==> src/rtl/prio_arb_pkg.sv <==
// rtl/prio_arb_pkg.sv - shared types, constants and rotate helper for prio_arbiter
//
// Contents:
//   arb_state_e  : arbiter state (ARB_IDLE, ARB_OWN)
//   HCNT_W       : hold-counter width (8)
//   HCNT_MAX     : hold-counter saturation value
//   MAX_N        : widest request vector supported (32)
//   rotate_mask  : circular right rotation of the low n bits of a MAX_N-bit vector
package prio_arb_pkg;

    typedef enum logic {
        ARB_IDLE = 1'b0,
        ARB_OWN  = 1'b1
    } arb_state_e;

    localparam int HCNT_W = 8;
    localparam logic [HCNT_W-1:0] HCNT_MAX = '1;

    localparam int MAX_N   = 32;
    localparam int MAX_N_W = 5;

    // out[k] = vec[(k + amt) % n] for k < n; bits at or above n are zero.
    // Rotating right by the round-robin pointer places the requester just
    // below the pointer at the top bit, so a highest-index pick on the
    // rotated vector follows the round-robin search order. Rotating right by
    // (n - amt) % n undoes the rotation.
    function automatic logic [MAX_N-1:0] rotate_mask(
        input logic [MAX_N-1:0] vec,
        input int               n,
        input int               amt
    );
        logic [MAX_N-1:0] r;
        int               idx;
        r = '0;
        for (int k = 0; k < MAX_N; k++) begin
            if (k < n) begin
                idx  = (k + amt) % n;
                r[k] = vec[idx[MAX_N_W-1:0]];
            end
        end
        return r;
    endfunction

endpackage

==> src/rtl/prio_arbiter_pick.sv <==
// rtl/prio_arbiter_pick.sv - combinational highest-index one-hot picker
//
// Module prio_pick, the generalised form of the legacy 8-bit priority encoder.
// Parameters:
//   N    : vector width
// Ports:
//   vec  in  N  candidate vector
//   pick out N  one-hot of the highest set bit of vec; zero when vec is zero
//   none out 1  high when vec is all-zero
module prio_pick #(
    parameter int N = 8
) (
    input  logic [N-1:0] vec,
    output logic [N-1:0] pick,
    output logic         none
);

    // Ascending scan: a later (higher) set bit overwrites any earlier one.
    always_comb begin
        pick = '0;
        for (int i = 0; i < N; i++) begin
            if (vec[i]) begin
                pick    = '0;
                pick[i] = 1'b1;
            end
        end
    end

    assign none = ~|vec;

endmodule

==> src/rtl/prio_arbiter.sv <==
// rtl/prio_arbiter.sv - registered N-way priority arbiter with hold limit
//
// Build option: define PRIO_ARB_RR_EN to compile in round-robin selection and
// the last-winner pointer; otherwise only fixed priority is built and rr_en
// is ignored.
// Parameters:
//   N        : requesters (2..32)
//   IDX_W    : grant index width
//   MAX_HOLD : max consecutive grant cycles per ownership, 0 = unlimited
// Ports:
//   clk      in  1      rising-edge clock
//   rst_n    in  1      asynchronous active-low reset
//   req      in  N      request vector, bit N-1 highest fixed priority
//   rr_en    in  1      1 = round-robin, 0 = fixed priority
//   gnt      out N      registered one-hot grant
//   gnt_idx  out IDX_W  owner index, 0 when no owner
//   gnt_vld  out 1      high while gnt is non-zero
//   idle     out 1      no owner and no request at the last edge
module prio_arbiter
    import prio_arb_pkg::*;
#(
    parameter int N        = 8,
    parameter int IDX_W    = $clog2(N),
    parameter int MAX_HOLD = 0
) (
    input  logic             clk,
    input  logic             rst_n,
    input  logic [N-1:0]     req,
    input  logic             rr_en,
    output logic [N-1:0]     gnt,
    output logic [IDX_W-1:0] gnt_idx,
    output logic             gnt_vld,
    output logic             idle
);

    arb_state_e        state, state_n;
    logic [N-1:0]      gnt_n;
    logic [IDX_W-1:0]  idx_n;
    logic [HCNT_W-1:0] hcnt, hcnt_n;

    logic [N-1:0]      cand;
    logic [N-1:0]      fix_pick;
    logic              fix_none;
    logic [N-1:0]      win;
    logic              win_any;
    logic [IDX_W-1:0]  win_idx;
    logic              own_req;
    logic              hold_hit;
    logic              take;

    assign own_req  = |(req & gnt);
    assign hold_hit = (MAX_HOLD != 0) && (int'(hcnt) >= MAX_HOLD);

    // Masking the current owner is only needed at the hold limit, but it is
    // harmless elsewhere: in IDLE gnt is zero, and on release req[own] is
    // already zero. The keep-owner case never looks at the pick.
    assign cand = req & ~gnt;

    prio_pick #(.N(N)) u_fix_pick (
        .vec  (cand),
        .pick (fix_pick),
        .none (fix_none)
    );

`ifdef PRIO_ARB_RR_EN
    logic [IDX_W-1:0] last, last_n;
    logic [N-1:0]     rot_cand;
    logic [N-1:0]     rot_pick;
    logic             rot_none;
    logic [N-1:0]     rr_pick;

    assign rot_cand = N'(rotate_mask(MAX_N'(cand), N, int'(last)));

    prio_pick #(.N(N)) u_rr_pick (
        .vec  (rot_cand),
        .pick (rot_pick),
        .none (rot_none)
    );

    assign rr_pick = N'(rotate_mask(MAX_N'(rot_pick), N, (N - int'(last)) % N));
    assign win     = rr_en ? rr_pick : fix_pick;
    assign win_any = rr_en ? ~rot_none : ~fix_none;
`else
    logic unused_rr_en;
    assign unused_rr_en = rr_en;
    assign win          = fix_pick;
    assign win_any      = ~fix_none;
`endif

    always_comb begin
        win_idx = '0;
        for (int i = 0; i < N; i++) begin
            if (win[i]) begin
                win_idx = IDX_W'(i);
            end
        end
    end

    always_comb begin
        state_n = state;
        gnt_n   = gnt;
        idx_n   = gnt_idx;
        hcnt_n  = hcnt;
        take    = 1'b0;
`ifdef PRIO_ARB_RR_EN
        last_n  = last;
`endif
        case (state)
            ARB_IDLE: begin
                take = win_any;
            end
            ARB_OWN: begin
                if (own_req && !hold_hit) begin
                    hcnt_n = (hcnt == HCNT_MAX) ? hcnt : hcnt + HCNT_W'(1);
                end else if (win_any) begin
                    take = 1'b1;
                end else if (own_req) begin
                    // Hold limit reached with no competitor: regrant in place.
                    hcnt_n = HCNT_W'(1);
`ifdef PRIO_ARB_RR_EN
                    last_n = gnt_idx;
`endif
                end else begin
                    state_n = ARB_IDLE;
                    gnt_n   = '0;
                    idx_n   = '0;
                    hcnt_n  = '0;
                end
            end
            default: begin
                state_n = ARB_IDLE;
            end
        endcase
        if (take) begin
            state_n = ARB_OWN;
            gnt_n   = win;
            idx_n   = win_idx;
            hcnt_n  = HCNT_W'(1);
`ifdef PRIO_ARB_RR_EN
            last_n  = win_idx;
`endif
        end
    end

    always_ff @(posedge clk or negedge rst_n) begin
        if (!rst_n) begin
            state   <= ARB_IDLE;
            gnt     <= '0;
            gnt_idx <= '0;
            gnt_vld <= 1'b0;
            idle    <= 1'b1;
            hcnt    <= '0;
        end else begin
            state   <= state_n;
            gnt     <= gnt_n;
            gnt_idx <= idx_n;
            gnt_vld <= (state_n == ARB_OWN);
            idle    <= ~|req;
            hcnt    <= hcnt_n;
        end
    end

`ifdef PRIO_ARB_RR_EN
    always_ff @(posedge clk or negedge rst_n) begin
        if (!rst_n) begin
            last <= '0;
        end else begin
            last <= last_n;
        end
    end
`endif

endmodule

==> config.mk <==
export PLATFORM = sky130hd
export DESIGN_NAME = prio_arbiter
export DESIGN_NICKNAME = d
export VERILOG_FILES = /design/src/rtl/prio_arb_pkg.sv /design/src/rtl/prio_arbiter_pick.sv /design/src/rtl/prio_arbiter.sv
export SDC_FILE = /design/constraint.sdc
export NUM_CORES = 1
export LEC_CHECK = 0
export ABC_AREA = 0
export BUFFER_PORTS_ARGS = -buffer_cell sky130_fd_sc_hd__buf_2
export CAP_MARGIN = 20
export CORE_MARGIN = 5
export CORE_UTILIZATION = 30
export CTS_CLUSTER_DIAMETER = 40
export DETAILED_ROUTE_END_ITERATION = 10
export GPL_TIMING_DRIVEN = 0
export PLACE_DENSITY = 0.56
export SYNTH_ARGS = -nofsm -noshare
export SYNTH_HDL_FRONTEND = slang
export SYNTH_SLANG_ARGS = --single-unit
==> constraint.sdc <==
create_clock -name clk -period 3.7 [get_ports clk]
set_input_delay 0.555 -clock clk [delete_from_list [all_inputs] [get_ports clk]]
set_output_delay 0.555 -clock clk [all_outputs]
set_load 0.01 [all_outputs]
# --- Word level (Yosys, flattened, before mapping) ---
# Cells that the tools add are included.
op_classes:
  add_sub_neg: 0
  multipliers: 0
  n_div: 0
  magnitude_cmp: 0
  n_eq_ne: 2
  shift: 0
  muxes: 29
  bitwise_logic: 4
  reduce_logical: 6
ops:
  columns: ["operator", "count"]
  rows:
  - ["2-to-1 mux 8 bit", 5]
  - ["2-to-1 mux 3 bit", 9]
  - ["OR reduction 8 bit", 3]
  - ["AND 8 bit", 2]
  - ["NOT 8 bit", 1]
  - ["2-to-1 mux 1 bit", 7]
  - ["2-to-1 mux 7 bit", 1]
  - ["2-to-1 mux 2 bit", 3]
  - ["2-to-1 mux 6 bit", 1]
  - ["2-to-1 mux 5 bit", 1]
  - ["2-to-1 mux 4 bit", 1]
  - ["inequality test 2 x 1 -> 1 bit, second input constant", 2]
  - ["AND reduction 3 bit", 1]
  - ["case mux 1 bit (2 select lines)", 1]
  - ["nonzero test 2 bit", 1]
  - ["zero test 1 bit", 1]
  - ["NOT 1 bit", 1]
word_totals:
  register_bits: 13
  latch_bits: 0
  ramBits: 0
  romBits: 0
  in_bits: 11
  output_inout_bits: 13
  word_cells: 45
  mem_count: 0

# --- Logic depth before layout (Yosys ltp) ---
logic_depth:
  depth_word: 18
  ltp_mapped: 6
  depth_no_buf: 5

# --- By module ---
# Synthesis repeated with hierarchy kept, for this count alone.
hier_totals:
  hier_cells: 68
  hier_area_um2: 732.0
by_module_without_submodules:
  columns: ["mod", "instances", "cells_per_inst", "area_per_inst_um2", "seq_area_each_um2"]
  rows:
  - ["prio_arbiter", 1, 56, 640.6, 326.6]
  - ["prio_pick", 1, 12, 91.3, 0.0]

# --- Least setup slack after synthesis ---
# OpenSTA, ideal clock, no wires.
synth_path:
  path_kind: "in2reg"
  startpoint: "input req[3]"
  endpoint: "register gnt[5]"
  setup_ns: 0.067
  t_arrival_ns: 1.867
  required_time_ns: 3.633
  setup_slack_ns: 1.767
  cell_stages: 6
  path_buffers: 1
  cell_sequence: "nor2b_1 > nand2b_1 > or4_4 > buf_6 > o21ai_4 > a22o_1"
synth_via:
  elab_chain_len: 7
  word_cells_on_any_way: 12
  cone_classes: "eq/ne (2); mux (4); bitwise (2); reduce/logical (4)"
synth_rtl:
  columns: ["element", "line_no", "text"]
  rows:
  - ["start, declared", "prio_arbiter.sv:28", "input logic [N-1:0] req,"]
  - ["AND 8 bit", "prio_arbiter.sv:57", "assign cand = req & ~gnt;"]
  - ["OR reduction 8 bit", "prio_arbiter_pick.sv:29", "assign none = ~|vec;"]
  - ["2-to-1 mux 1 bit", "prio_arbiter.sv:115", "end else if (win_any) begin"]
  - ["2-to-1 mux 1 bit", "prio_arbiter.sv:113", "if (own_req && !hold_hit) begin"]
  - ["case mux 1 bit (2 select lines)", "prio_arbiter.sv:108", "case (state)"]
  - ["inequality test 2 x 1 -> 1 bit (no source line) / nonzero test 2 bit (equally long branches)", null, null]
  - ["AND reduction 3 bit (no source line)", null, null]
  - ["end signal, assigned", "prio_arbiter.sv:155", "gnt <= gnt_n;"]
  - ["end, declared", "prio_arbiter.sv:30", "output logic [N-1:0] gnt,"]
# Several ways; a longest one is shown, not always the timed one.
# A chain may end at the register's enable or synchronous reset.

# --- Final worst setup path ---
layout_path:
  startpoint: "input req[6]"
  endpoint: "register gnt[5]"
# The elaborated chain is that of the path after synthesis.

==> summary.md <==
| Metric | Value |
|---|---|
| Status | `finished clean` |
| DR WL/cell | `14.5 um` |
| Post-route cell area | `928 sq um` |
| Pre-CTS WS | `1.52 ns` |
| Final cycle utilization of the critical path | `0.513` |
| Crit path buffers/inverters | `2` |
| Critical Path End Type | `register` |
| CORE AREA | `2430 sq um` |
| Die height | `60.2 um` |
| Clock Skews | `0.00341 ns` |
| Crit-path leading delay family | `simple AND/OR/NAND/NOR gates` |
| Placement Cell Area | `902 sq um` |
| Net Count, Synth | `83` |
| Cell Count, Final, Fillers Out | `128` |
| Vias in the first global route | `692` |
| CTS resizes | `0` |
| Post-CTS Setup Bufs | `0` |
| CP Class | `input port to register` |
| Hold WS | `0.148 ns` |
| Relative slew slack | `0.673` |
| Netlist cell types | `32` |
| Most common cell after layout, fill and taps aside | `buf_2` |
| Initial core utilization | `0.310` |
| Fin crit period | `1.90 ns` |
| Clk buf depth | `2` |
| Avg Vias per Cell | `5.43` |
| Tightest Pin Transition | `0.487 ns` |
| Initial DRT Pass Iterations | `4` |
| ANT cells | `0` |
| Largest stage delay on the critical path | `0.56 ns` |
| Critical path, cell by cell | `buf_2, or2b_2, nand4_4, or4_4, buf_6, o21ai_4, a22o_1` |
| Crit path DAT | `2.12 ns` |
| Startpoint Class | `input port` |
| CP max FO | `7` |
| Dpl hpwl | `1.43 mm` |
| Total Power | `0.640 mW` |
| Slowest-stage cell, CP | `or4_4` |
| Die width | `60.2 um` |
| Number of max-cap violations | `0` |
| Routability cong. | `0.733` |
| Largest net degree at the start of global routing | `14` |
| CTS H-tree depth | `1` |
| CTS Buf Count | `3` |
| RSZ-0062 raised after global routing | `no` |
| Yosys reg bits | `13` |
| Die Area | `3620 sq um` |
| Area Growth Syn to Fin | `23.1%` |
| Hold_buf cts | `0` |
| Port Buffers | `22` |
| Ys Warns | `0` |
| Worst hold path type | `input port to async pin` |
| Clock latency at the later pin of the worst-skew pair | `0.29 ns` |
| Drt total wl | `1.86 mm` |
| CTS tree | `built` |
| Final setup viols | `0` |
| Total power divided by cell area | `689 nW/um^2` |
| Total global-route track usage | `0.118` |
| R2r endpoint | `gnt[5]$_DFFE_PN0P_` |
| Final #Nets | `110` |
| Root Driver | `clkbuf_4` |
| Most frequent cells in the layout | `22 x buf_2, 12 x dfrtp_1, 8 x nand2_1` |
| R2R depth | `6` |
| Post-Route Utilization | `0.382` |
| Setup TNS | `0 ns` |
| Sequential fraction of the synthesis area | `0.433` |
| Grt ovf | `0` |
| Reg2Reg Setup Slack | `1.80 ns` |
| Clock Pin Slew Worst Setup and Hold Paths | `0.08 ns` |
| FMAX | `527 MHz` |
| Final worst slack | `1.80 ns` |
| Peak VDD IR | `0.246 mV` |
| Post-DRT Antenna Nets | `0` |
| Core Rows | `18` |
| Starting DRT DRC Count | `23` |
| Synthesized netlist cell count | `72` |
| Final Hold Viols | `0` |
| Leakage power | `0.437 nW` |
| Io pins | `24` |
| Layout cells sized above 1 | `0.367` |
| RR Startpoint | `gnt[6]$_DFFE_PN0P_` |
| Worst EP required | `3.92 ns` |
| Global-route wire length before repair | `3.13 mm` |
| Cells after DPL | `124` |
| Post-synthesis area per instance | `10.5 sq um` |
| Via count | `695` |
| # clock sinks | `13` |
| Synth Cell Area | `754 sq um` |
| Initial antenna violation count | `0` |
| Max-slew violation count | `0` |
| DRC errors left | `0` |
Yosys cell counts:
library cell  count  share of area
a32o_1            4          0.053
a22o_1            1          0.012
nand2b_2          1          0.012
or2b_2            2          0.023
nor2_1            5          0.025
buf_6             1          0.015
o21ai_1           2          0.013
o21ai_0           1         0.0066
nand4b_1          1          0.012
nand4_4           1          0.028
dfstp_2           1          0.035
a22oi_1           5          0.050
nand2b_1          2          0.017
o2bb2ai_1         1          0.012
o221ai_1          2          0.023
nand2_1           8          0.040
a21oi_1           4          0.027
nor4_2            1          0.017
o21a_1            1          0.010
nand2b_4          1          0.018
inv_1             1         0.0050
nand3_1           1         0.0066
dfrtp_1          12           0.40
nor2b_1           3          0.025
nor3_1            2          0.013
a32oi_1           1          0.012
mux2i_1           1          0.013
a32o_2            1          0.015
a21boi_0          1          0.010
o21ai_4           1          0.022
and2b_1           2          0.020
or4_4             1          0.015
flip-flops by register name, indices dropped and copies added, names as in the netlist:
register,count
gnt,8
gnt_idx,3
idle,1
state,1
how the worst max path moves through the flow:
stage	start	endpoint	slack [ns]	cells after the start
6_report	req[6]	gnt[5]$_DFFE_PN0P_	1.80	7
5_1_grt	gnt[6]$_DFFE_PN0P_	gnt[5]$_DFFE_PN0P_	1.72	6
4_1_cts	gnt[6]$_DFFE_PN0P_	gnt[5]$_DFFE_PN0P_	1.79	6
3_5_place_dp	req[6]	gnt[5]$_DFFE_PN0P_	1.52	7
3_3_place_gp	req[6]	gnt[5]$_DFFE_PN0P_	1.54	7
2_1_floorplan	req[3]	gnt[5]$_DFFE_PN0P_	1.77	6
worst reg2reg max path, delay by kind of cell, from the launching register on:
kind	cells	cell delay, ns
compound gates	2	0.40
buf+inv	1	0.15
flops	1	0.40
simple gates	3	0.88
power breakdown:
part	internal, mW	leakage, nW	switching [mW]	total, mW
Combinational	0.138	0.261	0.187	0.326
Sequential	0.185	0.161	0.0379	0.223
Clock	0.0420	0.0150	0.0490	0.0910
kinds of logic (layout without fill, tap and decap cells):
kind of cell | Yosys count | count (layout) | synth area share
compound gates | 25 | 25 | 0.264
buf+inv | 2 | 28 | 0.0199
flops | 13 | 13 | 0.433
mux | 1 | 1 | 0.0133
simple gates | 31 | 31 | 0.270
metal layers:
layer  wire length (um)  GRT usage  vias up
li1                   -          -      332
met1                825      0.145      338
met2                853      0.187       19
met3                142     0.0281        6
met4                 38     0.0665        0
met5                  0          0        -
cell type report:
type / instances / area (sq um)
inverter: 1 / 3.75
clock buffer: 4 / 26.3
sequential: 13 / 327
multi-input combinational: 57 / 413
fill: 262 / 1500
tap: 30 / 37.5
timing repair buffer: 22 / 110
buffer: 1 / 11.3
Power figures use the tool's default switching activity.
